[src/rtl/uart_rx_core.sv]
// UART receive engine: start-bit validation, mid-bit sampling, optional parity,
// 1 or 2 stop bits, with break-hold so a held-low line cannot retrigger frames.
module uart_rx_core #(
  parameter int DATA_BITS  = 8,
  parameter int OVERSAMPLE = 16,
  parameter int PARITY_EN  = 0,
  parameter int PARITY_ODD = 0,
  parameter int STOP_BITS  = 1
) (
  input  logic                 clk,
  input  logic                 rst,
  input  logic                 tick,
  input  logic                 rx,
  output logic [DATA_BITS-1:0] data_out,
  output logic                 data_valid,
  output logic                 parity_err,
  output logic                 frame_err,
  output logic                 busy
);

  localparam int              CW        = $clog2(OVERSAMPLE);
  localparam logic [CW-1:0]   HALF_LAST = CW'(OVERSAMPLE / 2 - 1);
  localparam logic [CW-1:0]   FULL_LAST = CW'(OVERSAMPLE - 1);
  localparam logic [CW-1:0]   TCNT_ZERO = CW'(0);
  localparam logic [CW-1:0]   TCNT_ONE  = CW'(1);
  localparam logic [3:0]      DATA_LAST = 4'(DATA_BITS - 1);
  localparam logic [3:0]      STOP_LAST = 4'(STOP_BITS - 1);
  localparam logic            PAR_ODD   = (PARITY_ODD != 0);

  typedef enum logic [2:0] {
    S_IDLE   = 3'd0,
    S_START  = 3'd1,
    S_DATA   = 3'd2,
    S_PARITY = 3'd3,
    S_STOP   = 3'd4,
    S_DONE   = 3'd5,
    S_BREAK  = 3'd6
  } state_t;

  function automatic logic parity_mismatch_f(input logic xor_data, input logic sample,
                                             input logic odd);
    return ((xor_data ^ sample) != odd);
  endfunction

  logic                 rx_meta_q;
  logic                 rxs_q;
  state_t               state_q;
  logic [CW-1:0]        tcnt_q;
  logic [3:0]           bcnt_q;
  logic [DATA_BITS-1:0] shift_q;
  logic                 xor_q;
  logic                 perr_q;
  logic                 ferr_q;
  logic [DATA_BITS-1:0] data_out_q;
  logic                 data_valid_q;
  logic                 parity_err_q;
  logic                 frame_err_q;
  logic                 busy_q;

  // Two-flop synchroniser for the asynchronous serial line; idles high.
  always_ff @(posedge clk or negedge rst) begin
    if (!rst) begin
      rx_meta_q <= 1'b1;
      rxs_q     <= 1'b1;
    end else begin
      rx_meta_q <= rx;
      rxs_q     <= rx_meta_q;
    end
  end

  // Receive FSM with registered outputs; counters only advance on tick.
  always_ff @(posedge clk or negedge rst) begin
    if (!rst) begin
      state_q      <= S_IDLE;
      tcnt_q       <= TCNT_ZERO;
      bcnt_q       <= 4'd0;
      shift_q      <= {DATA_BITS{1'b0}};
      xor_q        <= 1'b0;
      perr_q       <= 1'b0;
      ferr_q       <= 1'b0;
      data_out_q   <= {DATA_BITS{1'b0}};
      data_valid_q <= 1'b0;
      parity_err_q <= 1'b0;
      frame_err_q  <= 1'b0;
      busy_q       <= 1'b0;
    end else begin
      data_valid_q <= 1'b0;
      case (state_q)
        S_IDLE: begin
          if (!rxs_q) begin
            tcnt_q  <= TCNT_ZERO;
            perr_q  <= 1'b0;
            ferr_q  <= 1'b0;
            busy_q  <= 1'b1;
            state_q <= S_START;
          end
        end
        S_START: begin
          if (tick) begin
            if (tcnt_q == HALF_LAST) begin
              if (!rxs_q) begin
                tcnt_q  <= TCNT_ZERO;
                bcnt_q  <= 4'd0;
                xor_q   <= 1'b0;
                state_q <= S_DATA;
              end else begin
                busy_q  <= 1'b0;
                state_q <= S_IDLE;
              end
            end else begin
              tcnt_q <= tcnt_q + TCNT_ONE;
            end
          end
        end
        S_DATA: begin
          if (tick) begin
            if (tcnt_q == FULL_LAST) begin
              tcnt_q  <= TCNT_ZERO;
              shift_q <= {rxs_q, shift_q[DATA_BITS-1:1]};
              xor_q   <= xor_q ^ rxs_q;
              if (bcnt_q == DATA_LAST) begin
                bcnt_q  <= 4'd0;
                state_q <= (PARITY_EN != 0) ? S_PARITY : S_STOP;
              end else begin
                bcnt_q <= bcnt_q + 4'd1;
              end
            end else begin
              tcnt_q <= tcnt_q + TCNT_ONE;
            end
          end
        end
        S_PARITY: begin
          if (tick) begin
            if (tcnt_q == FULL_LAST) begin
              tcnt_q  <= TCNT_ZERO;
              perr_q  <= parity_mismatch_f(xor_q, rxs_q, PAR_ODD);
              state_q <= S_STOP;
            end else begin
              tcnt_q <= tcnt_q + TCNT_ONE;
            end
          end
        end
        S_STOP: begin
          if (tick) begin
            if (tcnt_q == FULL_LAST) begin
              tcnt_q <= TCNT_ZERO;
              ferr_q <= ferr_q | ~rxs_q;
              if (bcnt_q == STOP_LAST) begin
                bcnt_q  <= 4'd0;
                state_q <= S_DONE;
              end else begin
                bcnt_q <= bcnt_q + 4'd1;
              end
            end else begin
              tcnt_q <= tcnt_q + TCNT_ONE;
            end
          end
        end
        S_DONE: begin
          data_out_q   <= shift_q;
          parity_err_q <= perr_q;
          frame_err_q  <= ferr_q;
          data_valid_q <= 1'b1;
          // A line still low here is a break, not a new start bit.
          if (rxs_q) begin
            busy_q  <= 1'b0;
            state_q <= S_IDLE;
          end else begin
            state_q <= S_BREAK;
          end
        end
        S_BREAK: begin
          if (rxs_q) begin
            busy_q  <= 1'b0;
            state_q <= S_IDLE;
          end
        end
        default: begin
          busy_q  <= 1'b0;
          state_q <= S_IDLE;
        end
      endcase
    end
  end

  assign data_out   = data_out_q;
  assign data_valid = data_valid_q;
  assign parity_err = parity_err_q;
  assign frame_err  = frame_err_q;
  assign busy       = busy_q;

endmodule

[config.mk]
export PLATFORM = sky130hd
export DESIGN_NAME = uart_rx_core
export DESIGN_NICKNAME = d
export VERILOG_FILES = /design/src/rtl/uart_rx_core.sv
export SDC_FILE = /design/constraint.sdc
export NUM_CORES = 1
export LEC_CHECK = 0
export BUFFER_PORTS_ARGS = -buffer_cell sky130_fd_sc_hd__buf_4
export CORE_MARGIN = 5
export CORE_UTILIZATION = 55
export CTS_BUF_LIST = sky130_fd_sc_hd__clkbuf_4
export DETAILED_ROUTE_END_ITERATION = 16
export GPL_TIMING_DRIVEN = 0
export PLACE_DENSITY = 0.73
export RECOVER_POWER = 25
export SYNTH_ARGS = -nofsm -noshare
export SYNTH_HDL_FRONTEND = slang
export SYNTH_SLANG_ARGS = --single-unit
[constraint.sdc]
create_clock -name clk -period 2.1 [get_ports clk]
set_input_delay 0.105 -clock clk [delete_from_list [all_inputs] [get_ports clk]]
set_output_delay 0.105 -clock clk [all_outputs]
set_load 0.05 [all_outputs]
==> results of run 1 <==
worst max path at each step:
stage	startpoint	end	slack, ns	cells after the start
after detailed placement	tcnt_q[0]	shift_q[0]	0.11	4
after global routing	state_q[1]	data_out[7]	-0.01	5
final	state_q[1]	data_out[7]	0.11	5
after CTS	bcnt_q[0]	state_q[0]	0.06	7
after floorplan	tcnt_q[0]	bcnt_q[3]	0.32	6
after global placement	tcnt_q[0]	bcnt_q[3]	0.09	6
cells by family (layout without fill, tap and decap cells):
family	Yosys count	count (layout)	synth area share (%)
fa+ha+maj	4	4	2.684
simple gates	53	53	15.54
compound gates	35	35	13.21
buf+inv	13	36	2.896
xor+xnor	3	3	1.483
mux	21	21	13.21
flops	36	36	50.99
power by group:
part | switching [W] | internal (W)
combinational | 0.000322 | 0.000206
sequential | 0.0000610 | 0.000756
clock | 0.000228 | 0.000142
cell usage after synthesis, types with 3 or more instances:
cell type   n  area share, %
dfrtp_1    34             48
nand2_1    16            3.4
nor2_1     11            2.3
a21oi_1     5            1.4
ha_1        3            2.1
clkbuf_1    6            1.3
inv_1       5            1.1
o21ai_0    11            3.1
nand3_1     4            1.1
a21o_1      3            1.3
nor3_1      4            1.1
nor3b_1     3            1.3
mux2_2     18             11
layout make-up:
cell class / instances / area, sq um
Fill cell: 266 / 1052
Sequential cell: 36 / 903.4
Buffer: 7 / 30.03
Inverter: 5 / 18.77
Clock inverter: 2 / 12.51
Timing Repair Buffer: 16 / 122.6
Clock buffer: 6 / 45.04
Tap cell: 44 / 55.05
Multi-Input combinational cell: 116 / 838.3
cells in the final DEF, fill, tap and decap left out, types with 3 or more instances in the layout:
master    netlist  routed
clkbuf_4        0       7
nor3_1          4       4
inv_1           5       5
a21o_1          3       3
a21oi_1         5       5
ha_1            3       3
nand3_1         4       4
o21ai_0        11      11
buf_4           0      12
mux2_2         18      18
dfrtp_1        34      34
nand2_1        16      16
clkbuf_1        6       4
nor2_1         11      11
layer usage:
metal	part of all wire [%]	wire length [microns]	global-route usage, %	vias to the layer above
met5	0	0	0	-
met4	1.9	64	6.091	0
met1	43	1449	22.04	658
met2	51	1729	30.20	26
li1	-	-	-	636
met3	4.1	139	5.565	9
what timing repair did:
item	CTS	global route
resized for setup	0	6
endpoints found under the hold margin	35	0
hold buffers	2	0
endpoints found under the setup margin	0	11
through the flow:
stage	TNS [ns]	total power [W]
final	0	0.001715
after global routing	-0.03963	0.001841
after CTS	0	0.001712
after detailed placement	0	0.001338
after global placement	0	0.001325
after floorplan	0	0.001216
state kept, by name (all words and copies together) (netlist names), 3 cells and up:
signal	flops
bcnt_q	4
data_out	8
tcnt_q	4
shift_q	8
state_q	3
worst max-delay path, stage by stage, from the launching register on:
cell and delay [ns]:
dfrtp_1 0.45, clkbuf_1 0.36, nor2b_1 0.12, nand2_1 0.11, clkbuf_1 0.44, mux2_2 0.40
==> run_results.csv, run 1 <==
group,metric,value,unit
cts,htreeDepth,2,
worst_hold_path,hold_class,"in2reg",
floorplanning,rows,20,
cts,cts_sinks,36,
sta,post-route-period-util,94.77,%
grt,track_usage,18.08,%
pwr,leakage,0.9889,nW
worst_hold_path,hold_path.startpoint,"tick",
finish,final_util,65.81,%
cts,cts_buffers,5,
setup_path,critPathRequiredTime,2.34,ns
drt,drc_errors,0,
sta,hold_viol,0,
logic_synthesis,yosysSeqAreaShare,50.99,%
run,max-cap-violations,0,
logic_synthesis,avgSynthCellArea,10.74,sq um
pwr,pwr_density_cell,846.6,nW/um^2
setup_path,start_kind,"register",
cts,post_cts_buffers,0,
sta,rsz0062_at_grt,"yes",
sta,setup_viol,0,
sta,finalMaxSlewViolations,0,
floorplanning,die-area,4456,sq um
setup_path,reg2regPathDepth,5,
placed_design,dpl_worst_slack,0.1113,ns
setup_path,rrSetupSlack,0.11,ns
setup_path,worst_r2r_endpoint,"data_out[7]",
logic_synthesis,synth_warnings,0,
drt,drt_iter0_drc,56,
setup_path,critPathKind,"reg2reg",
finish,drive_gt1_share,28.19,%
sta,holdWs,0.1491,ns
setup_path,r2r_start,"state_q[1]",
sta,fmax,0.5025,GHz
finish,stdcell_area,2026,sq um
placed_design,hpwl,2.383,mm
setup_path,worstPathMaxFanout,10,
logic_synthesis,synthFlopType,"dfrtp_1",
grt,grt_max_degree,37,
drt,wirelength,3.383,mm
finish,final_nets,194,
grt,grt_antenna_before_repair,0,
logic_synthesis,synth_edf_count,0,
drt,dr.pass1.iters,4,
worst_hold_path,whs_path_depth,3,
sta,post-route-min-period,1.990,ns
placed_design,dp_cells,223,
drt,vias_per_cell,5.728,
finish,synthToLayoutAreaGrowth,14.34,%
grt,grt_pass1_wl,5.975,mm
logic_synthesis,synthArstFlopShare,100.0,%
logic_synthesis,yosysUniqueCellTypes,43,
finish,num_antenna_cells,0,
drt,dr_total_vias,1329,
cts,cts_root_buf,"clkbuf_4",
finish,fin_cells,232,
placed_design,gp_congestion,0.8683,
drt,ant_nets,0,
sta,maxSlewHeadroom,42.50,%
status,status,"finished clean",
sta,worst_pin_slew,0.8625,ns
logic_synthesis,ys_ff_latch,36,
worst_hold_path,holdPathEnd,"tcnt_q[2]",
logic_synthesis,netlist_instances,165,
setup_path,endpoint_kind,"register",
logic_synthesis,syn-num-nets,172,
pwr,ir_drop,0.0006020,V
placed_design,placed_cell_area,1932,sq um
floorplanning,pin_count,16,
logic_synthesis,synth_area,1772,sq um
cts,path_clk_slew,0.11,ns
cts,cts_tree,"built",
floorplanning,core_area,3078,sq um
floorplanning,die_h,66.76,microns
sta,fin_worst_skew,0.01245,ns
placed_design,place.port_buffers,14,
floorplanning,initial_core_util,57.56,%
grt,overflow,0,
floorplanning,dieWidth,66.76,microns
cts,clk_latency,0.35,ns
setup_path,crit_arrival,2.23,ns
drt,routedWlPerCell,14.58,microns
sta,fin_ws,0.1099,ns
cts,cts_buffer_depth,2,
grt,first_global_vias,1312,
Note: power is estimated with default switching activity, not from simulation.
==> inputs of run 2 (changes only) <==
Settings changed: ABC_AREA set to 1, PLACE_DENSITY 0.73 to 0.72.
==> run 2 against run 1 <==
Effect of this change:
- final area increased by 11%
- fmax increased by 21%
- power increased by 79%
- wire length increased by 17%
- first-iteration DRC count increased by 86%
- synthesized area increased by 12%
- critical path type unchanged
==> run_results.csv, run 2 <==
group,metric,value,unit
grt,overflow,0,
cts,cts_resized,0,
logic_synthesis,yosys.area.top_type,"dfrtp_1",
setup_path,cpPeakStageDelay,0.41,ns
pwr,pwr_density_cell,1367,nW/um^2
cts,cts_sinks,36,
logic_synthesis,synth_area,1983,sq um
placed_design,hpwl,2.879,mm
run,max-cap-violations,0,
sta,maxSlewHeadroom,43.59,%
placed_design,dp_cells,321,
finish,final_util,65.90,%
cts,cts.hold.buffers_added,2,
logic_synthesis,synth_common_cells,"99 x nand2_1, 34 x dfrtp_1, 25 x inv_1, 23 x nand3_1, 17 x o21ai_0",
cts,cts_root_buf,"clkbuf_4",
logic_synthesis,yosysUniqueCellTypes,27,
cts,htreeDepth,2,
logic_synthesis,synth_edf_count,0,
floorplanning,rows,21,
sta,fmax,0.6100,GHz
drt,wirelength,3.958,mm
grt,track_usage,17.94,%
sta,post-route-min-period,1.639,ns
setup_path,endpoint_kind,"register",
sta,setup_tns,0,ns
logic_synthesis,ys_ff_latch,36,
worst_hold_path,hold_class,"in2reg",
floorplanning,die_h,70.05,microns
logic_synthesis,synth_warnings,0,
logic_synthesis,syn-num-nets,267,
drt,ant_nets,0,
pwr,ir_drop,0.0006596,V
finish,final_nets,291,
drt,routedWlPerCell,11.96,microns
placed_design,placed_cell_area,2153,sq um
grt,grt_pass1_wl,7.038,mm
cts,clk_latency,0.34,ns
drt,vias_per_cell,5.106,
pwr,power,0.003078,W
drt,drc_errors,0,
sta,fin_worst_skew,0.005025,ns
logic_synthesis,synthFlopType,"dfrtp_1",
logic_synthesis,avgSynthCellArea,7.628,sq um
finish,stdcell_area,2251,sq um
cts,cts_buffers,5,
grt,first_global_vias,1583,
cts,path_clk_slew,0.11,ns
finish,fin_cells,331,
finish,layout_common_cells,"99 x nand2_1, 34 x dfrtp_1, 25 x inv_1",
setup_path,crit_top_cell,"nand2_1",
sta,worst_pin_slew,0.8462,ns
setup_path,rrSetupSlack,0.46,ns
sta,post-route-period-util,78.06,%
drt,dr.pass1.iters,4,
logic_synthesis,synthArstFlopShare,100.0,%
finish,final_common_cell,"nand2_1",
finish,drive_gt1_share,17.89,%
finish,synthToLayoutAreaGrowth,13.50,%
setup_path,critPathKind,"reg2reg",
setup_path,crit_arrival,1.88,ns
grt,grt_max_degree,37,
floorplanning,core_area,3416,sq um
finish,num_antenna_cells,0,
setup_path,start_kind,"register",
placed_design,gp_congestion,0.9585,
pwr,leakage,1.245,nW
setup_path,critPathRequiredTime,2.35,ns
floorplanning,initial_core_util,58.06,%
grt,grt_antenna_before_repair,0,
drt,drt_iter0_drc,104,
cts,cts_buffer_depth,2,
logic_synthesis,synth_top_area_share,42.90,%
cts,post_cts_buffers,0,
floorplanning,pin_count,16,
setup_path,worstPathMaxFanout,7,
drt,dr_total_vias,1690,
logic_synthesis,synth_area_leaders,"dfrtp_1 43%, nand2_1 19%, nand3_1 5.8%",
placed_design,place.port_buffers,15,
sta,rsz0062_at_grt,"no",
sta,hold_viol,0,
sta,setup_viol,0,
sta,finalMaxSlewViolations,0,
floorplanning,dieWidth,70.05,microns
logic_synthesis,yosysSeqAreaShare,45.55,%
status,status,"finished clean",
logic_synthesis,synth.most_common_cell,"nand2_1",
floorplanning,die-area,4906,sq um
logic_synthesis,netlist_instances,260,
setup_path,slowest_stage,"dfrtp_1",
setup_path,crit_chain,"ha_1 -> nand2_1 -> inv_1 -> nand2_2 -> nand2_1 -> nand2_1 -> nor2_4 -> nand2_2 -> nand2_1 -> nand2_1",
cts,cts_tree,"built",
## run 2: cell families (layout without fill, tap and decap cells)
logic type,Yosys count,in the layout,synth area share (%)
buffers and inverters,35,60,8.265
adders and majority gates,3,3,1.893
xor gates and xnor gates,2,2,0.8834
AOI/OAI and AO/OA,25,25,7.193
and+or+nand+nor,159,159,36.21
DFF,36,36,45.55
## run 2: metal layers
layer	share of wire, %	vias to the layer above	GRT usage, %
li1	-	865	-
met1	48	774	25.53
met2	44	45	25.18
met3	5.7	6	5.595
met4	2.0	0	7.447
met5	0	-	0
## run 2: worst max-delay path: cells and delay by family (launching register included)
family | cells | cell delay, ns
adders and majority gates | 1 | 0.18
buffers and inverters | 1 | 0.11
and+or+nand+nor | 8 | 0.83
DFF | 1 | 0.41
## run 2: layout make-up
cell class              count  area (sq um)
plain buffers               7         58.81
clock buffers               6         45.04
clock inverters             2         35.03
fillers                   320          1165
inverters                  28         105.1
multi-input cells         189         915.9
flip-flops and latches     36         903.4
well taps                  46         57.56
repair buffers             17         130.1
## run 2: report_power, final
part / leakage (nW) / internal (W) / switching, W
registers: 0.458 / 0.000857 / 0.000106
clock network: 0.0456 / 0.000262 / 0.000230
logic: 0.741 / 0.000506 / 0.00112
total: 1.24 / 0.00163 / 0.00145
## run 2: path summary, 6_finish.rpt
path / start / endpoint / cells past startpoint
setup / recovery: tcnt_q[1] / bcnt_q[1] / 10
hold / removal: tick / perr_q / 6
setup reg to reg: tcnt_q[1] / bcnt_q[1] / 10
hold reg to reg: rx_meta_q / rxs_q / 0
max in group asynchronous: rst / parity_err / 2
min in group asynchronous: rst / tcnt_q[0] / 2
## run 2: through the flow
| step | hold slack (ns) | setup slack [ns] |
|---|---|---|
| 2_1_floorplan | -0.1906 | 0.6932 |
| 3_3_place_gp | 0.08254 | 0.4940 |
| 3_5_place_dp | 0.08513 | 0.4697 |
| 4_1_cts | 0.2405 | 0.4520 |
| 5_1_grt | 0.3653 | 0.3005 |
| 6_report | 0.3351 | 0.4607 |
==> inputs of run 3 (changes only) <==
Clock period 2.1 ns to 1.65 ns, I/O delays scaled along.
==> run 3 against run 2 <==
Effect of this change:
- clock power rose by 26%
- critical path type unchanged
- sequential cell count did not move
- clock skew fell by 0.0022 ns
==> run_results.csv, run 3 (synthesized netlist as in run 2, its figures left out) <==
group,metric,value,unit
setup_path,crit_top_cell,"nand2_1",
finish,fill_cells,301,
drt,met3_length,174,microns
grt,grt_max_degree,37,
drt,drt_iter0_drc,102,
drt,wl_met1,1.967,mm
status,status,"finished clean",
drt,routedWlPerCell,11.68,microns
drt,dr_total_vias,1711,
setup_path,cp_num_buf_inv,1,
setup_path,endpoint_kind,"register",
setup_path,slowest_stage,"dfrtp_1",
floorplanning,core_area,3416,sq um
finish,final_common_cell,"nand2_1",
sta,worst_pin_slew,0.8376,ns
cts,cts_buffer_depth,2,
run,max-cap-violations,0,
drt,ant_nets,0,
cts,cts_buffers,5,
drt,top_layer,"met4",
sta,fmax,0.6342,GHz
sta,maxSlewHeadroom,44.16,%
drt,wl_met2,1.748,mm
setup_path,cpLargestDelayFamily,"simple AND/OR/NAND/NOR gates",
cts,cts_sinks,36,
setup_path,cpPeakStageDelay,0.42,ns
placed_design,gp_congestion,0.9585,
setup_path,start_kind,"register",
floorplanning,pin_count,16,
setup_path,critPathRequiredTime,1.89,ns
sta,finalMaxSlewViolations,0,
pwr,ir_drop,0.0008846,V
pwr,leakage,1.303,nW
placed_design,hpwl,2.879,mm
drt,drc_errors,0,
finish,drive_gt1_share,22.11,%
sta,holdWs,0.3268,ns
finish,stdcell_area,2344,sq um
pwr,power,0.004075,W
cts,htreeDepth,2,
setup_path,rrSetupSlack,0.07,ns
sta,hold_viol,0,
setup_path,crit_chain,"ha_2 -> nand2_1 -> inv_2 -> nand2_1 -> nand2_2 -> nand3_1 -> nor2_4 -> nand2_2 -> nand2_1 -> nand2_1",
cts,cts_tree,"built",
sta,fin_worst_skew,0.002778,ns
setup_path,critPathKind,"reg2reg",
grt,track_usage,17.94,%
cts,clk_latency,0.34,ns
grt,grt_pass1_wl,7.038,mm
pwr,pwr_density_cell,1739,nW/um^2
grt,grt_antenna_before_repair,0,
finish,synthToLayoutAreaGrowth,18.17,%
sta,post-route-period-util,95.57,%
finish,multi_input_area,940.9,sq um
drt,vias_per_cell,5.032,
floorplanning,rows,21,
placed_design,placed_cell_area,2153,sq um
sta,post-route-min-period,1.577,ns
cts,cts_root_buf,"clkbuf_4",
placed_design,place.port_buffers,15,
worst_hold_path,hold_class,"in2reg",
cts,path_clk_slew,0.11,ns
grt,overflow,0,
floorplanning,initial_core_util,58.06,%
drt,wirelength,3.972,mm
floorplanning,dieWidth,70.05,microns
finish,final_util,68.61,%
floorplanning,die_h,70.05,microns
grt,first_global_vias,1583,
sta,setup_tns,0,ns
finish,final_nets,300,
sta,setup_viol,0,
finish,layout_common_cells,"96 x nand2_1, 34 x dfrtp_1, 24 x inv_1",
floorplanning,die-area,4906,sq um
finish,num_antenna_cells,0,
drt,dr.pass1.iters,4,
setup_path,crit_arrival,1.82,ns
setup_path,worstPathMaxFanout,5,
finish,register_area,903.4,sq um
==> run 3: changes by cell type in the layout (fill, tap and decap cells not counted) <==
cell | before | now
buf_4 | 13 | 22
ha_1 | 3 | 2
ha_2 | 0 | 1
inv_1 | 25 | 24
inv_2 | 3 | 4
nand2_1 | 99 | 96
nand2_2 | 4 | 6
nand2_4 | 1 | 2
nor2_2 | 6 | 4
nor2_4 | 2 | 4
==> run 3: metal layers <==
| layer | global-route usage [%] | up-vias |
|---|---|---|
| li1 | - | 884 |
| met1 | 25.53 | 794 |
| met2 | 25.18 | 25 |
| met3 | 5.595 | 8 |
| met4 | 7.447 | 0 |
| met5 | 0 | - |
==> run 3: worst reg2reg max path: stages (launching register included) <==
cell and delay (ns):
dfrtp_1 0.42, ha_2 0.19, nand2_1 0.08, inv_2 0.10, nand2_1 0.08, nand2_2 0.13, nand3_1 0.14, nor2_4 0.16
nand2_2 0.07, nand2_1 0.06, nand2_1 0.04
==> run 3: final timing paths <==
path	startpoint	end	cells past startpoint
setup / recovery	tcnt_q[1]	state_q[2]	10
hold / removal	tick	perr_q	6
setup reg to reg	tcnt_q[1]	state_q[2]	10
hold reg to reg	rx_meta_q	rxs_q	0
max in group asynchronous	rst	bcnt_q[1]	2
min in group asynchronous	rst	tcnt_q[0]	2
==> run 3: metrics by stage <==
| step | cells | worst slack, ns |
|---|---|---|
| after detailed placement | 321 | 0.01966 |
| after global routing | 340 | -0.02128 |
| after floorplan | 260 | 0.2432 |
| after CTS | 331 | 0.002007 |
| final | 340 | 0.07312 |
| after global placement | 321 | 0.04404 |
==> run 3: layout make-up <==
type	count	area share (%)
Timing Repair Buffer	26	8.436
Clock buffer	6	1.922
Inverter	28	4.485
Tap cell	46	2.456
Buffer	7	2.509
Clock inverter	2	1.495
Sequential cell	36	38.55
Multi-Input combinational cell	189	40.15
==> run 3: what timing repair did <==
item	in CTS	in global routing
hold endpoints to repair	35	0
setup buffers	0	9
hold buffers	2	0
gates resized for setup	0	8
endpoints found under the setup margin	0	16
==> run 3: power by group <==
group,switching [W],internal (W),leakage (nW)
Combinational,0.00147,0.000761,0.800
Sequential,0.000130,0.00109,0.458
Clock,0.000288,0.000334,0.0456
Total,0.00189,0.00219,1.30
